**src/rtl/font_text_arb.sv**
```systemverilog
// font_text_arb: round-robin arbiter for two writers into a character shadow buffer,
// with a sequential clear engine and a once-per-frame commit to the renderer-facing register.
module font_text_arb #(
  parameter int C_COLS    = 16,
  parameter int C_ROWS    = 12,
  parameter int C_CODE_W  = 5,
  parameter int C_VCOMMIT = 250
) (
  input  logic                                CK_i,
  input  logic                                XARST_i,
  input  logic                                PX_CK_EE_i,
  input  logic [8:0]                          VCTRs_i,
  input  logic                                A_REQ_i,
  input  logic [7:0]                          A_ADRs_i,
  input  logic [C_CODE_W-1:0]                 A_DATs_i,
  output logic                                A_ACK_o,
  input  logic                                B_REQ_i,
  input  logic [7:0]                          B_ADRs_i,
  input  logic [C_CODE_W-1:0]                 B_DATs_i,
  output logic                                B_ACK_o,
  input  logic                                CLR_REQ_i,
  output logic                                CLR_BUSY_o,
  output logic [C_COLS*C_ROWS*C_CODE_W-1:0]   DATss_o,
  output logic                                DIRTY_o,
  output logic                                COMMIT_o
);

  localparam int NCELL = C_COLS * C_ROWS;
  localparam int IW    = (NCELL > 1) ? $clog2(NCELL) : 1;
  localparam logic [8:0]    ADR_LIM  = 9'(NCELL);
  localparam logic [IW-1:0] IDX_LAST = IW'(NCELL - 1);
  localparam logic [8:0]    VCOMMIT  = 9'(C_VCOMMIT);

  typedef enum logic {S_IDLE, S_CLEAR} state_t;

  typedef struct packed {
    logic                en;
    logic [7:0]          addr;
    logic [C_CODE_W-1:0] dat;
  } wr_t;

  state_t                          state_q, state_d;
  logic [IW-1:0]                   idx_q, idx_d;
  logic                            rr_q, rr_d;       // 1: B has priority on a tie
  logic                            a_ack_q, a_ack_d;
  logic                            b_ack_q, b_ack_d;
  logic                            dirty_q, dirty_d;
  logic                            commit_q, commit_d;
  logic [8:0]                      vprev_q;
  logic [NCELL-1:0][C_CODE_W-1:0]  shadow_q, disp_q;
  wr_t                             wr;
  logic                            elig_a, elig_b, commit_ev;

  // Previous line is tracked on pixel enables only, so the event fires once per frame.
  assign commit_ev = PX_CK_EE_i && (VCTRs_i == VCOMMIT) && (vprev_q != VCOMMIT);
  assign elig_a    = A_REQ_i && !a_ack_q;
  assign elig_b    = B_REQ_i && !b_ack_q;

  always_comb begin
    state_d  = state_q;
    idx_d    = idx_q;
    rr_d     = rr_q;
    a_ack_d  = 1'b0;
    b_ack_d  = 1'b0;
    dirty_d  = dirty_q;
    commit_d = 1'b0;
    wr       = '0;
    case (state_q)
      S_IDLE: begin
        if (commit_ev && dirty_q) begin
          commit_d = 1'b1;
          dirty_d  = 1'b0;
        end
        if (CLR_REQ_i) begin
          state_d = S_CLEAR;
          idx_d   = '0;
        end else if (elig_a && (!rr_q || !elig_b)) begin
          a_ack_d = 1'b1;
          rr_d    = 1'b1;
          wr.addr = A_ADRs_i;
          wr.dat  = A_DATs_i;
          wr.en   = ({1'b0, A_ADRs_i} < ADR_LIM);
        end else if (elig_b) begin
          b_ack_d = 1'b1;
          rr_d    = 1'b0;
          wr.addr = B_ADRs_i;
          wr.dat  = B_DATs_i;
          wr.en   = ({1'b0, B_ADRs_i} < ADR_LIM);
        end
        // A write landing with a commit keeps the buffer dirty for the next frame.
        if (wr.en) dirty_d = 1'b1;
      end
      S_CLEAR: begin
        wr.en   = 1'b1;
        wr.addr = 8'(idx_q);
        dirty_d = 1'b1;
        idx_d   = idx_q + 1'b1;
        if (idx_q == IDX_LAST) state_d = S_IDLE;
      end
      default: state_d = S_IDLE;
    endcase
  end

  always_ff @(posedge CK_i or negedge XARST_i) begin
    if (!XARST_i) begin
      state_q  <= S_IDLE;
      idx_q    <= '0;
      rr_q     <= 1'b0;
      a_ack_q  <= 1'b0;
      b_ack_q  <= 1'b0;
      dirty_q  <= 1'b0;
      commit_q <= 1'b0;
      vprev_q  <= '0;
      shadow_q <= '0;
      disp_q   <= '0;
    end else begin
      state_q  <= state_d;
      idx_q    <= idx_d;
      rr_q     <= rr_d;
      a_ack_q  <= a_ack_d;
      b_ack_q  <= b_ack_d;
      dirty_q  <= dirty_d;
      commit_q <= commit_d;
      if (PX_CK_EE_i) vprev_q <= VCTRs_i;
      if (commit_d) disp_q <= shadow_q;
      for (int c = 0; c < NCELL; c++) begin
        if (wr.en && (wr.addr == 8'(c))) shadow_q[c] <= wr.dat;
      end
    end
  end

  assign A_ACK_o    = a_ack_q;
  assign B_ACK_o    = b_ack_q;
  assign CLR_BUSY_o = (state_q == S_CLEAR);
  assign DIRTY_o    = dirty_q;
  assign COMMIT_o   = commit_q;
  assign DATss_o    = disp_q;

endmodule

```
**config.mk**
```make
export PLATFORM = sky130hd
export DESIGN_NAME = font_text_arb
export DESIGN_NICKNAME = d
export VERILOG_FILES = /design/src/rtl/font_text_arb.sv
export SDC_FILE = /design/constraint.sdc
export NUM_CORES = 2
export LEC_CHECK = 0
export ABC_AREA = 1
export CORE_AREA = 2 2 396 398
export DETAILED_ROUTE_END_ITERATION = 10
export DIE_AREA = 0 0 398 400
export GPL_TIMING_DRIVEN = 0
export PLACE_DENSITY = 0.68
export SETUP_SLACK_MARGIN = 0.3
export SYNTH_ARGS = -nofsm -noshare
export SYNTH_HDL_FRONTEND = slang
export SYNTH_SLANG_ARGS = --single-unit
```
**constraint.sdc**
```tcl
create_clock -name CK_i -period 5.9 [get_ports CK_i]
set_clock_uncertainty 0.1 [all_clocks]
set_input_delay 1.77 -clock CK_i [delete_from_list [all_inputs] [get_ports CK_i]]
set_output_delay 1.77 -clock CK_i [all_outputs]
set_load 0.02 [all_outputs]
```
==> metrics.csv <==
metric,value,unit
outcome,completed,
synth-seq-cells,1943,
hpwl,223000,µm
dr.pass1.iters,6,
die_y,400,µm
crit_fanout,10,
worst_ep_arrival_time,5680,ps
swShare,0.292,
port_buffers,1005,
synthFlopType,dfrtp_1,
drt-total-wl,309000,µm
leakage,52.5,nW
fillers,13305,
min_delay_path_depth,2,
cp.required,6510,ps
clk_latency,830,ps
synth_fp_nets,8725,
slew_violations,0,
hold_violations,0,
clock_sinks,1943,
clkTransAtPathRegs,60,ps
p_int,0.0216,W
ios,1006,
via_count,66249,
gp_congestion,0.948,
synthesis.area,0.0761,mm²
hp-class,flop to flop,
viasPerCell,5.46,
setup_ws,824,ps
timing.max_cap.violations,0,
die_w,398,µm
syn_avg_cell_area,8.77,µm²
die_area,0.159,mm²
power.switching,0.00889,W
htreeDepth,4,
grt_use_total,0.385,
slew_headroom,0.0810,
tns,0,ps
cts_tree,done,
core_area,0.155,mm²
rows,145,
dp_slack,183,ps
initial_core_util,0.491,
grt_pass1_wl,438000,µm
path_class,primary input to flop,
ys_types,33,
max-clock-path-buffers,3,
reg2reg_depth,14,
seqPwrFrac,0.440,
fin_area,0.0959,mm²
worstSetupStartpointType,primary input,
drive_gt1_frac,0.0753,
grt_max_degree,192,
ant_nets,0,
cts_setup_buffers,0,
cts_resized,0,
placed_cell_area,0.0891,mm²
vdd_drop_max,285,µV
grt_pass1_vias,63855,
synth_edf_count,0,
syn_inst,8683,
fin_crit_sh,0.860,
setup_viol,0,
p_comb_frac,0.131,
drc,0,
hold_buffers,0,
numCtsBuffers,195,
antenna_found_initial,26,
final_cell_mix,"nand2_1, dfrtp_1, clkdlybuf4s50_1",
fmaxAchievable,197,MHz
yosysWarnings,0,
layout_commonest_cell,nand2_1,
clkPwrFrac,0.429,
rsz0062_at_grt,false,
area_growth,26.0,%
avgRoutedWirePerCell,25.4,µm
worst_pin_slew,1380,ps
nNetsFinal,9939,
final.min_clock_period,5080,ps
synth-async-reset-ratio,1.00,
end_kind,flop,
powerDensity,318,mW/mm²
yosysSeqAreaShare,0.639,
drt-initial-drc-count,7243,
gr-total-overflow,0,
cts_root_buf,clkbuf_16,
==> registers in the layout, summed over array words and instances, names as in the netlist, 8 cells and up <==
signal and cells:
DATss_o 960, shadow_q 960, vprev_q 9, idx_q 8
==> final cells by class <==
type | instances | area (µm²) | share of cell area
Sequential cell | 1943 | 48600 | 0.507
Buffer | 550 | 2700 | 0.0282
Multi-Input combinational cell | 6145 | 24600 | 0.257
Inverter | 45 | 171 | 0.00179
Antenna cell | 13 | 32.5 | 0.000339
Clock inverter | 69 | 836 | 0.00871
Timing Repair Buffer | 1017 | 10400 | 0.109
Clock buffer | 292 | 5930 | 0.0619
Tap cell | 2058 | 2570 | 0.0268
==> routing by layer <==
metal | share of wire | vias up | track usage
met5 | 0.00021 | - | 0
met4 | 0.076 | 12 | 0.257
met1 | 0.37 | 32538 | 0.484
li1 | - | 29409 | -
met2 | 0.45 | 3511 | 0.582
met3 | 0.10 | 779 | 0.108
==> final timing paths <==
path                                            from                         to  slack, ps
max                                        CLR_REQ_i   shadow_q[48]$_DFFE_PN0P_        820
min reg2reg                shadow_q[537]$_DFFE_PN0P_   DATss_o[537]$_DFFE_PN0P_        360
min                        shadow_q[537]$_DFFE_PN0P_   DATss_o[537]$_DFFE_PN0P_        360
max reg2reg                     CLR_BUSY_o$_DFF_PN0_   shadow_q[48]$_DFFE_PN0P_       1640
max in group asynchronous                    XARST_i  shadow_q[597]$_DFFE_PN0P_       1230
min in group asynchronous                    XARST_i   DATss_o[456]$_DFFE_PN0P_        740
==> cell usage after synthesis (5+ instances only) <==
cell,instances,area (µm²)
a22o_1,5,43.8
buf_1,51,191
buf_2,276,1380
buf_4,69,518
clkbuf_1,150,563
dfrtp_1,1943,48600
inv_1,31,116
inv_2,13,48.8
nand2_1,5076,19100
nand2_2,17,106
nand3_1,964,4820
nor2_1,16,60.1
nor2_2,10,62.6
nor2_4,21,236
o21ai_0,15,75.1
==> worst max-delay path: stages <==
cell             delay (ps)
clkdlybuf4s50_1         480
inv_2                   160
nand2_2                 160
nor2_2                  240
nand2_1                  80
nand2_1                  60
nand2_1                 160
nand2_2                 200
nand2_2                 170
nor2_4                  660
buf_2                   900
nand2_1                 380
nand2_1                 170
nand2_1                  70
==> power by group through the flow <==
stage	Clock, W	Sequential (W)	Combinational, W
detailed placement	0	0.0137	0.00386
global route	0.0137	0.0134	0.00408
floorplan	0	0.0137	0.00171
finish	0.0131	0.0134	0.00399
CTS	0.0131	0.0134	0.00386
global placement	0	0.0138	0.00371
==> metrics by stage <==
step / power (W) / hold slack (ps) / utilization / std cells
floorplan: 0.0154 / 342 / - / 8683
global placement: 0.0175 / 351 / 0.572 / 11746
detailed placement: 0.0175 / 352 / 0.574 / 11758
CTS: 0.0304 / 360 / 0.618 / 12119
global route: 0.0311 / 374 / 0.618 / 12120
finish: 0.0305 / 356 / 0.618 / 12132
==> kinds of logic after synthesis <==
logic type / Yosys count / share of synthesized area
simple gates: 6117 / 0.321
fa+ha+maj: 1 / 0.000164
flops: 1943 / 0.639
compound gates: 27 / 0.00220
buf+inv: 595 / 0.0377
No activity file was read; power rests on OpenSTA's default activity.
